**src/rtl/seg7_pkg.sv**
```systemverilog
// Shared constants for the seven-segment scan driver: glyph patterns
// (active-high, abcdefg) and the scan FSM state encoding.
package seg7_pkg;

    localparam int unsigned SEG_W = 7;

    localparam logic [SEG_W-1:0] GLYPH_0 = 7'b1111110;
    localparam logic [SEG_W-1:0] GLYPH_1 = 7'b0110000;
    localparam logic [SEG_W-1:0] GLYPH_2 = 7'b1101101;
    localparam logic [SEG_W-1:0] GLYPH_3 = 7'b1111001;
    localparam logic [SEG_W-1:0] GLYPH_4 = 7'b0110011;
    localparam logic [SEG_W-1:0] GLYPH_5 = 7'b1011011;
    localparam logic [SEG_W-1:0] GLYPH_6 = 7'b1011111;
    localparam logic [SEG_W-1:0] GLYPH_7 = 7'b1110000;
    localparam logic [SEG_W-1:0] GLYPH_8 = 7'b1111111;
    localparam logic [SEG_W-1:0] GLYPH_9 = 7'b1111011;
    localparam logic [SEG_W-1:0] GLYPH_A = 7'b1110111;
    localparam logic [SEG_W-1:0] GLYPH_B = 7'b0011111;
    localparam logic [SEG_W-1:0] GLYPH_C = 7'b1001110;
    localparam logic [SEG_W-1:0] GLYPH_D = 7'b0111101;
    localparam logic [SEG_W-1:0] GLYPH_E = 7'b1001111;
    localparam logic [SEG_W-1:0] GLYPH_F = 7'b1000111;

    localparam logic [SEG_W-1:0] SEG_OFF = 7'b0000000;

    typedef enum logic {
        BLANK = 1'b0,
        DRIVE = 1'b1
    } state_e;

endpackage

```
**src/rtl/seg7_glyph.sv**
```systemverilog
// Combinational hex nibble to active-high abcdefg segment pattern.
module seg7_glyph
    import seg7_pkg::*;
(
    input  logic [3:0]       nibble_i,
    output logic [SEG_W-1:0] glyph_c
);

    always_comb begin
        glyph_c = SEG_OFF;
        case (nibble_i)
            4'h0: glyph_c = GLYPH_0;
            4'h1: glyph_c = GLYPH_1;
            4'h2: glyph_c = GLYPH_2;
            4'h3: glyph_c = GLYPH_3;
            4'h4: glyph_c = GLYPH_4;
            4'h5: glyph_c = GLYPH_5;
            4'h6: glyph_c = GLYPH_6;
            4'h7: glyph_c = GLYPH_7;
            4'h8: glyph_c = GLYPH_8;
            4'h9: glyph_c = GLYPH_9;
            4'hA: glyph_c = GLYPH_A;
            4'hB: glyph_c = GLYPH_B;
            4'hC: glyph_c = GLYPH_C;
            4'hD: glyph_c = GLYPH_D;
            4'hE: glyph_c = GLYPH_E;
            4'hF: glyph_c = GLYPH_F;
            default: glyph_c = SEG_OFF;
        endcase
    end

endmodule

```
**src/rtl/seg7_mux_driver.sv**
```systemverilog
// Time-multiplexed N-digit seven-segment driver with blanking gaps.
// Optional SEG7_LEADING_ZERO_BLANK_EN suppresses leading-zero digits.
module seg7_mux_driver
    import seg7_pkg::*;
#(
    parameter int unsigned NDIGITS      = 4,
    parameter int unsigned REFRESH_DIV  = 100000,
    parameter int unsigned BLANK_CYCLES = 4,
    parameter int unsigned COMMON_ANODE = 0
) (
    input  logic                 clk,
    input  logic                 rst_n,
    input  logic                 load,
    input  logic [4*NDIGITS-1:0] value,
    input  logic [NDIGITS-1:0]   dp_in,
    output logic [SEG_W-1:0]     seg,
    output logic                 dp,
    output logic [NDIGITS-1:0]   digit_en,
    output logic                 frame_done
);

    localparam int unsigned CNT_W = $clog2(REFRESH_DIV);
    localparam int unsigned IDX_W = (NDIGITS > 1) ? $clog2(NDIGITS) : 1;
    localparam int unsigned VAL_W = 4 * NDIGITS;
    localparam logic [CNT_W-1:0] CNT_LAST  = CNT_W'(REFRESH_DIV - 1);
    localparam logic [CNT_W-1:0] BLNK_LAST = CNT_W'(BLANK_CYCLES - 1);
    localparam logic [IDX_W-1:0] IDX_LAST  = IDX_W'(NDIGITS - 1);
    localparam logic             INV       = (COMMON_ANODE != 0);

    state_e               state_q, state_d;
    logic [VAL_W-1:0]     disp_q;
    logic [NDIGITS-1:0]   dp_q;
    logic [CNT_W-1:0]     cnt_q, cnt_d;
    logic [IDX_W-1:0]     idx_q, idx_d;
    logic [SEG_W-1:0]     seg_q, seg_d;
    logic                 dpo_q, dpo_d;
    logic [NDIGITS-1:0]   en_q, en_d;
    logic                 frame_q, frame_d;
    logic [3:0]           nib_c;
    logic [SEG_W-1:0]     glyph_c;
    logic                 slot_end_c;
    logic                 suppress_c;

    // Display register: loads accepted regardless of scan position
    always_ff @(posedge clk or negedge rst_n) begin
        if (!rst_n) begin
            disp_q <= '0;
            dp_q   <= '0;
        end else if (load) begin
            disp_q <= value;
            dp_q   <= dp_in;
        end
    end

    // Refresh counter and digit index
    assign slot_end_c = (state_q == DRIVE) && (cnt_q == CNT_LAST);

    always_comb begin
        cnt_d = (cnt_q == CNT_LAST) ? '0 : cnt_q + CNT_W'(1);
        idx_d = idx_q;
        if (slot_end_c) begin
            idx_d = (idx_q == IDX_LAST) ? '0 : idx_q + IDX_W'(1);
        end
    end

    // FSM state register
    always_ff @(posedge clk or negedge rst_n) begin
        if (!rst_n) begin
            state_q <= BLANK;
            cnt_q   <= '0;
            idx_q   <= '0;
        end else begin
            state_q <= state_d;
            cnt_q   <= cnt_d;
            idx_q   <= idx_d;
        end
    end

    // FSM next state
    always_comb begin
        state_d = state_q;
        case (state_q)
            BLANK:   if (cnt_q == BLNK_LAST) state_d = DRIVE;
            DRIVE:   if (cnt_q == CNT_LAST)  state_d = BLANK;
            default: state_d = BLANK;
        endcase
    end

    assign nib_c = disp_q[{idx_q, 2'b00} +: 4];

    seg7_glyph u_glyph (
        .nibble_i (nib_c),
        .glyph_c  (glyph_c)
    );

`ifdef SEG7_LEADING_ZERO_BLANK_EN
    logic [NDIGITS-1:0] lz_c;
    logic               zero_above;

    // lz_c[i]: nibble i and every nibble above it are zero
    always_comb begin
        lz_c       = '0;
        zero_above = 1'b1;
        for (int i = NDIGITS - 1; i >= 0; i--) begin
            zero_above = zero_above && (disp_q[4*i +: 4] == 4'h0);
            lz_c[i]    = zero_above;
        end
    end

    assign suppress_c = lz_c[idx_q] && (idx_q != '0);
`else
    assign suppress_c = 1'b0;
`endif

    // FSM outputs, polarity applied before the output registers
    always_comb begin
        seg_d   = SEG_OFF;
        dpo_d   = 1'b0;
        en_d    = '0;
        frame_d = slot_end_c && (idx_q == IDX_LAST);
        if (state_q == DRIVE) begin
            seg_d = suppress_c ? SEG_OFF : glyph_c;
            dpo_d = dp_q[idx_q];
            en_d  = NDIGITS'(1) << idx_q;
        end
        seg_d = seg_d ^ {SEG_W{INV}};
        dpo_d = dpo_d ^ INV;
        en_d  = en_d ^ {NDIGITS{INV}};
    end

    always_ff @(posedge clk or negedge rst_n) begin
        if (!rst_n) begin
            seg_q   <= {SEG_W{INV}};
            dpo_q   <= INV;
            en_q    <= {NDIGITS{INV}};
            frame_q <= 1'b0;
        end else begin
            seg_q   <= seg_d;
            dpo_q   <= dpo_d;
            en_q    <= en_d;
            frame_q <= frame_d;
        end
    end

    assign seg        = seg_q;
    assign dp         = dpo_q;
    assign digit_en   = en_q;
    assign frame_done = frame_q;

endmodule
```
**config.mk**
```make
export PLATFORM = sky130hd
export DESIGN_NAME = seg7_mux_driver
export DESIGN_NICKNAME = d
export VERILOG_FILES = /design/src/rtl/seg7_pkg.sv /design/src/rtl/seg7_glyph.sv /design/src/rtl/seg7_mux_driver.sv
export SDC_FILE = /design/constraint.sdc
export NUM_CORES = 1
export LEC_CHECK = 0
export ABC_AREA = 1
export ABC_CLOCK_PERIOD_IN_PS = 2700
export CAP_MARGIN = 15
export CORE_MARGIN = 2
export CORE_UTILIZATION = 59
export CTS_CLUSTER_SIZE = 16
export DETAILED_ROUTE_END_ITERATION = 10
export PLACE_DENSITY = 0.85
export SETUP_SLACK_MARGIN = 0.3
export SLEW_MARGIN = 20
export SYNTH_ARGS = -nofsm -noshare
export SYNTH_HDL_FRONTEND = slang
export SYNTH_SLANG_ARGS = --single-unit
export TNS_END_PERCENT = 5
```
**constraint.sdc**
```tcl
create_clock -name clk -period 2.7 [get_ports clk]
set_clock_uncertainty 0.05 [all_clocks]
set_input_delay 0.54 -clock clk [delete_from_list [all_inputs] [get_ports clk]]
set_output_delay 0.54 -clock clk [all_outputs]
set_load 0.03 [all_outputs]
```
Word level (Yosys, flattened, before mapping)
Memories as Yosys holds them, arrays and structs flattened.
Index checks and enable logic that the tools add are counted.
{"block": "totals", "reg_bits": 53, "romBits": 112, "in_bits": 23, "out_inout_bits": 13, "memories": 1}
{"block": "op_classes", "addsub": 2, "magnitude_cmp": 1, "n_eq_ne": 3, "n_shift": 2, "n_mux": 10, "bitwise_logic": 1, "reduce_logical": 2}
{"memory": "(no name shown)", "depth": 16, "width": 7, "read_ports": 1, "rd_ports_with_merged_regs": 0, "wr": 0, "line": "seg7_glyph.sv:11", "source": "case (nibble_i)"}
{"operator": "adder 17 x 1 -> 17 bit (second input constant)", "n": 1}
{"operator": "equality test 17 bit (second input constant)", "n": 1}
{"operator": "equality test 17 x 2 -> 1 bit (second input constant)", "n": 1}
{"operator": "two-way mux 17 bit", "n": 1}
{"operator": "variable part select 16 x 5 -> 4 bit", "n": 1}
{"operator": "two-way mux 7 bit", "n": 1}
{"operator": "two-way mux 1 bit", "n": 4}
{"operator": "two-way mux 4 bit", "n": 1}
{"operator": "left shift 1 x 2 -> 4 bit (first input constant)", "n": 1}
{"operator": "less-than comparator 2 x 3 -> 1 bit (second input constant)", "n": 1}
{"operator": "adder 2 x 1 -> 2 bit (second input constant)", "n": 1}
{"operator": "binary-select mux 1 bit (select 2 bit)", "n": 1}
{"operator": "equality test 2 bit (second input constant)", "n": 1}
{"operator": "logical AND 1 bit", "n": 2}
{"operator": "two-way mux 2 bit", "n": 1}
{"operator": "case mux 1 bit (2 select lines)", "n": 1}
{"operator": "inverter 1 bit", "n": 1}

Longest topological paths before layout
{"block": "logic_depth", "ltp_word": 3, "depth_mapped": 12, "mapped_depth_nobuf": 11}

Modules after synthesis
Synthesis repeated with hierarchy kept, for this count alone.
{"block": "hier_totals", "cells_unflattened": 355, "hier_area_um2": 2879.0}
{"module": "seg7_mux_driver", "n_inst": 1, "cells_each": 303, "area_each_um2": 2608.8, "seq_area_each_um2": 1326.3}
{"module": "seg7_glyph", "n_inst": 1, "cells_each": 52, "area_each_um2": 270.3, "seq_area_each_um2": 0.0}

Least setup slack after synthesis
Ideal clock, no wire load.
{"block": "synth_path", "path_kind": "reg2reg", "from": "reg idx_q[0]", "to": "reg seg_q[3] (netlist: seg[3])", "setup_time_ns": 0.119, "t_arrival_ns": 1.404, "t_required_ns": 2.531, "slack_ns": 1.127, "path_stages_with_launch": 11, "synth_period_minus_slack_ns": 1.573, "cell_sequence": "dfrtp_1 inv_2 buf_6 nand2_1 nand3_1 nand2_1 inv_1 ha_1 nand3_1 a21oi_1 nor2_1"}
{"block": "synth_between", "elab_chain_cells": 3}
{"item": "start: declaration", "line": "seg7_mux_driver.sv:34", "source": "logic [IDX_W-1:0] idx_q, idx_d;"}
{"item": "start signal: assignment", "line": "seg7_mux_driver.sv:75", "source": "idx_q <= idx_d;"}
{"item": "variable part select 16 x 5 -> 4 bit", "line": "seg7_mux_driver.sv:89", "source": "assign nib_c = disp_q[{idx_q, 2'b00} +: 4];"}
{"item": "memory (16 x 7 bit)"}
{"item": "two-way mux 7 bit", "line": "seg7_mux_driver.sv:121", "source": "if (state_q == DRIVE) begin"}
{"item": "net seg_d[3]", "line": "seg7_mux_driver.sv:35", "source": "logic [SEG_W-1:0] seg_q, seg_d;"}
{"item": "end signal: assignment", "line": "seg7_mux_driver.sv:133", "source": "seg_q <= {SEG_W{INV}};"}
{"item": "end signal: assignment", "line": "seg7_mux_driver.sv:138", "source": "seg_q <= seg_d;"}
{"item": "end: declaration", "line": "seg7_mux_driver.sv:35"}
The timed path passes the listed nets, and every way through them passes these cells.
A chain may end at the register's enable or synchronous reset.

Worst setup path in the final report
Ends and elaborated chain as after synthesis.

==> impl_metrics.py <==
metrics = {
    "status": {
        "outcome": "completed",
    },
    "synthesis": {
        "synth.top_cell.area_share_pct": 46.2,
        "synth.top_cells.by_count": "86 x nand2_1, 53 x dfrtp_1, 47 x nor2_1",
        "synth.ff_latch_count": 53,
        "avgSynthCellArea_um2": 8.42,
        "synth-edff-count": 0,
        "synthTopCellsByArea": "dfrtp_1 46%, nand2_1 11%, nor2_1 6.1%",
        "postSynthNetCount": 376,
        "netlist-cell-type-count": 28,
        "share_of_async_settable_or_async_resettable_flops_after_synthesis_pct": 100,
        "synth_top_cell_by_area": "dfrtp_1",
        "synthesis.area_mm2": 0.00287,
        "yosys.cell_count.top_type": "nand2_1",
        "ys.warnings.count": 0,
        "synthesis.instances": 341,
        "most_frequently_used_flop_master_after_synthesis": "dfrtp_1",
        "synth-seq-area-share_pct": 46.2,
    },
    "global_routing": {
        "grt_pass1_vias": 2244,
        "grt.overflow.total": 0,
        "grt_first_pass_wirelength_mm": 10.2,
        "antenna_found_initial": 0,
        "grt_util_all_layers_pct": 24.4,
        "grt_max_degree": 27,
    },
    "route": {
        "drtIter0Drc": 200,
        "dr.pass1.iters": 5,
        "route.vias.total": 2297,
        "detail_route.wl_per_cell_um": 12.8,
        "drt-vias-per-instance": 5.15,
        "drt_wl_total_mm": 5.70,
        "route.antenna.remaining_nets": 0,
        "post-route-drc-count": 0,
    },
    "clocking": {
        "cts_root_buf": "clkbuf_8",
        "postCtsSetupBuffers": 0,
        "postCtsHoldBufs": 0,
        "cts.clk_slew.worst_paths_ns": 0.09,
        "cts-buffers-inserted": 5,
        "insertion_delay_ns": 0.31,
        "ctsHtreeMaxLevel": 2,
        "cts_num_sinks": 53,
        "cts-resized-gates": 0,
        "cts_tree": "built",
        "clock_tree.buffer_depth": 2,
    },
    "critical_path": {
        "reg2reg_setup_slack_ns": 0.68,
        "kind_of_critical_path": "flip-flop to flip-flop",
        "end_kind": "flip-flop",
        "critical_path_required_ns": 2.90,
        "rr_worst_depth": 9,
        "timing.critical_path.from_type": "flip-flop",
        "critical_path.reg2reg.endpoint": "seg[3]",
        "crit_arrival_ns": 2.21,
        "rr_startpoint": "idx_q[0]",
        "cp_max_fo": 15,
    },
    "placed_design": {
        "number_of_placed_instances_taps_included": 439,
        "io_buffers": 35,
        "dp_worst_setup_slack_ns": 0.739,
        "detailed_place_hpwl_mm": 4.35,
        "gpl.final_weighted_congestion": 0.883,
    },
    "timing": {
        "fin_ws_ns": 0.685,
        "totalNegativeSetupSlack_ns": 0,
        "finalSetupViolCount": 0,
        "timing_hold_violations_final": 0,
        "slew_headroom_pct": 68.1,
        "hold-worst-slack_ns": 0.123,
        "grt_setup_unrepaired": "false",
        "layout_min_cycle_time_ns": 2.02,
        "fmax_mhz": 496,
        "worstMarginPinSlew_ns": 0.479,
        "pins_over_their_slew_limit": 0,
        "final_min_period_over_clock_period_pct": 74.6,
    },
    "hold_path": {
        "hold_path_class": "primary input to asynchronous set/reset pin",
    },
    "finish": {
        "drive_above_1_share_pct": 11.3,
        "final_nets": 414,
        "n_diodes": 0,
        "syn2layout_area_growth_pct": 17.0,
        "fin_util_pct": 71.2,
        "fillerInstances": 363,
        "layout.cells.non_filler": 446,
    },
    "floorplan": {
        "design.portCount": 36,
        "die_width_um": 73.8,
        "floorplan.die_area_mm2": 0.00544,
        "dieHeight_um": 73.8,
        "floorplan.core_area_mm2": 0.00472,
        "fp-row-count": 25,
        "starting_density_of_the_core_pct": 60.8,
    },
    "flow_run": {
        "maxCapViolCount": 0,
    },
    "power": {
        "ir_worst_vdd_v": 0.000319,
        "power.density_cell_area_mw_per_mm2": 465,
        "total_leakage_power_nw": 1.66,
    },
}
[flip-flops by register name, summed over array words and instances (netlist names)]
name	count
cnt_q	17
idx_q	2
state_q	1
dp	1
dp_q	4
disp_q	16
seg	7
digit_en	4
frame_done	1
[worst max-delay path, cell delays in order, from the launching register on]
cell and delay [ns]:
dfrtp_1 0.63, inv_2 0.21, nand2_1 0.10, nand3_1 0.09
nand2_1 0.21, inv_1 0.11, ha_1 0.23, nand3_1 0.13
a21oi_1 0.08, nor2_1 0.09
[layout make-up]
type	instances	area [µm²]	share of cell area (%)
Sequential cell	53	1330	39.4
Clock buffer	7	86.3	2.57
Tap cell	67	83.8	2.49
Multi-Input combinational cell	238	1340	39.7
Timing Repair Buffer	38	368	10.9
Inverter	43	161	4.80
[cells in the final DEF (no fill, tap or decap), drive strengths merged, types with 2 or more instances in the layout]
master,Yosys,layout
nor2,51,51
nand4,5,5
clkbuf,1,7
nor3,4,4
buf,6,4
ha,12,12
clkdlybuf4s50,0,34
dfrtp,53,53
nand3b,2,2
nand3,27,27
mux2,14,14
nand2,91,91
inv,43,43
xor2,8,8
a21oi,7,7
o21ai,15,15
[worst max-delay path by stage]
stage	startpoint	to	cells after the start
floorplan	idx_q[0]	seg[3]	10
global placement	idx_q[0]	seg[6]	10
detailed placement	idx_q[0]	seg[3]	9
CTS	idx_q[0]	seg[3]	9
global route	idx_q[0]	seg[3]	9
finish	idx_q[0]	seg[3]	9
[through the flow]
step | area, µm² | power (W)
after floorplan | 2870 | 0.00102
after global placement | 3280 | 0.00112
after detailed placement | 3280 | 0.00113
after CTS | 3360 | 0.00158
after global routing | 3360 | 0.00164
final | 3360 | 0.00156
[where the power goes]
group          total, W  switching, W  internal [W]
sequential     0.000860     0.0000196      0.000840
combinational  0.000257      0.000143      0.000114
clock          0.000448      0.000244      0.000204
total           0.00156      0.000407       0.00116
[cells by family after synthesis]
logic type | synth area share, %
mux | 5.49
buf+inv | 7.32
fa+ha+maj | 5.23
simple gates | 29.0
xor+xnor | 2.74
compound gates | 4.09
flops | 46.2
[metal layers]
layer,vias to the layer above,GRT usage (%),routed length (µm)
met4,0,9.09,84
met2,96,37.5,2630
met1,1050,34.4,2640
met3,8,4.66,340
met5,-,0,0
li1,1143,-,-
Note: power is estimated with default switching activity, not from simulation.
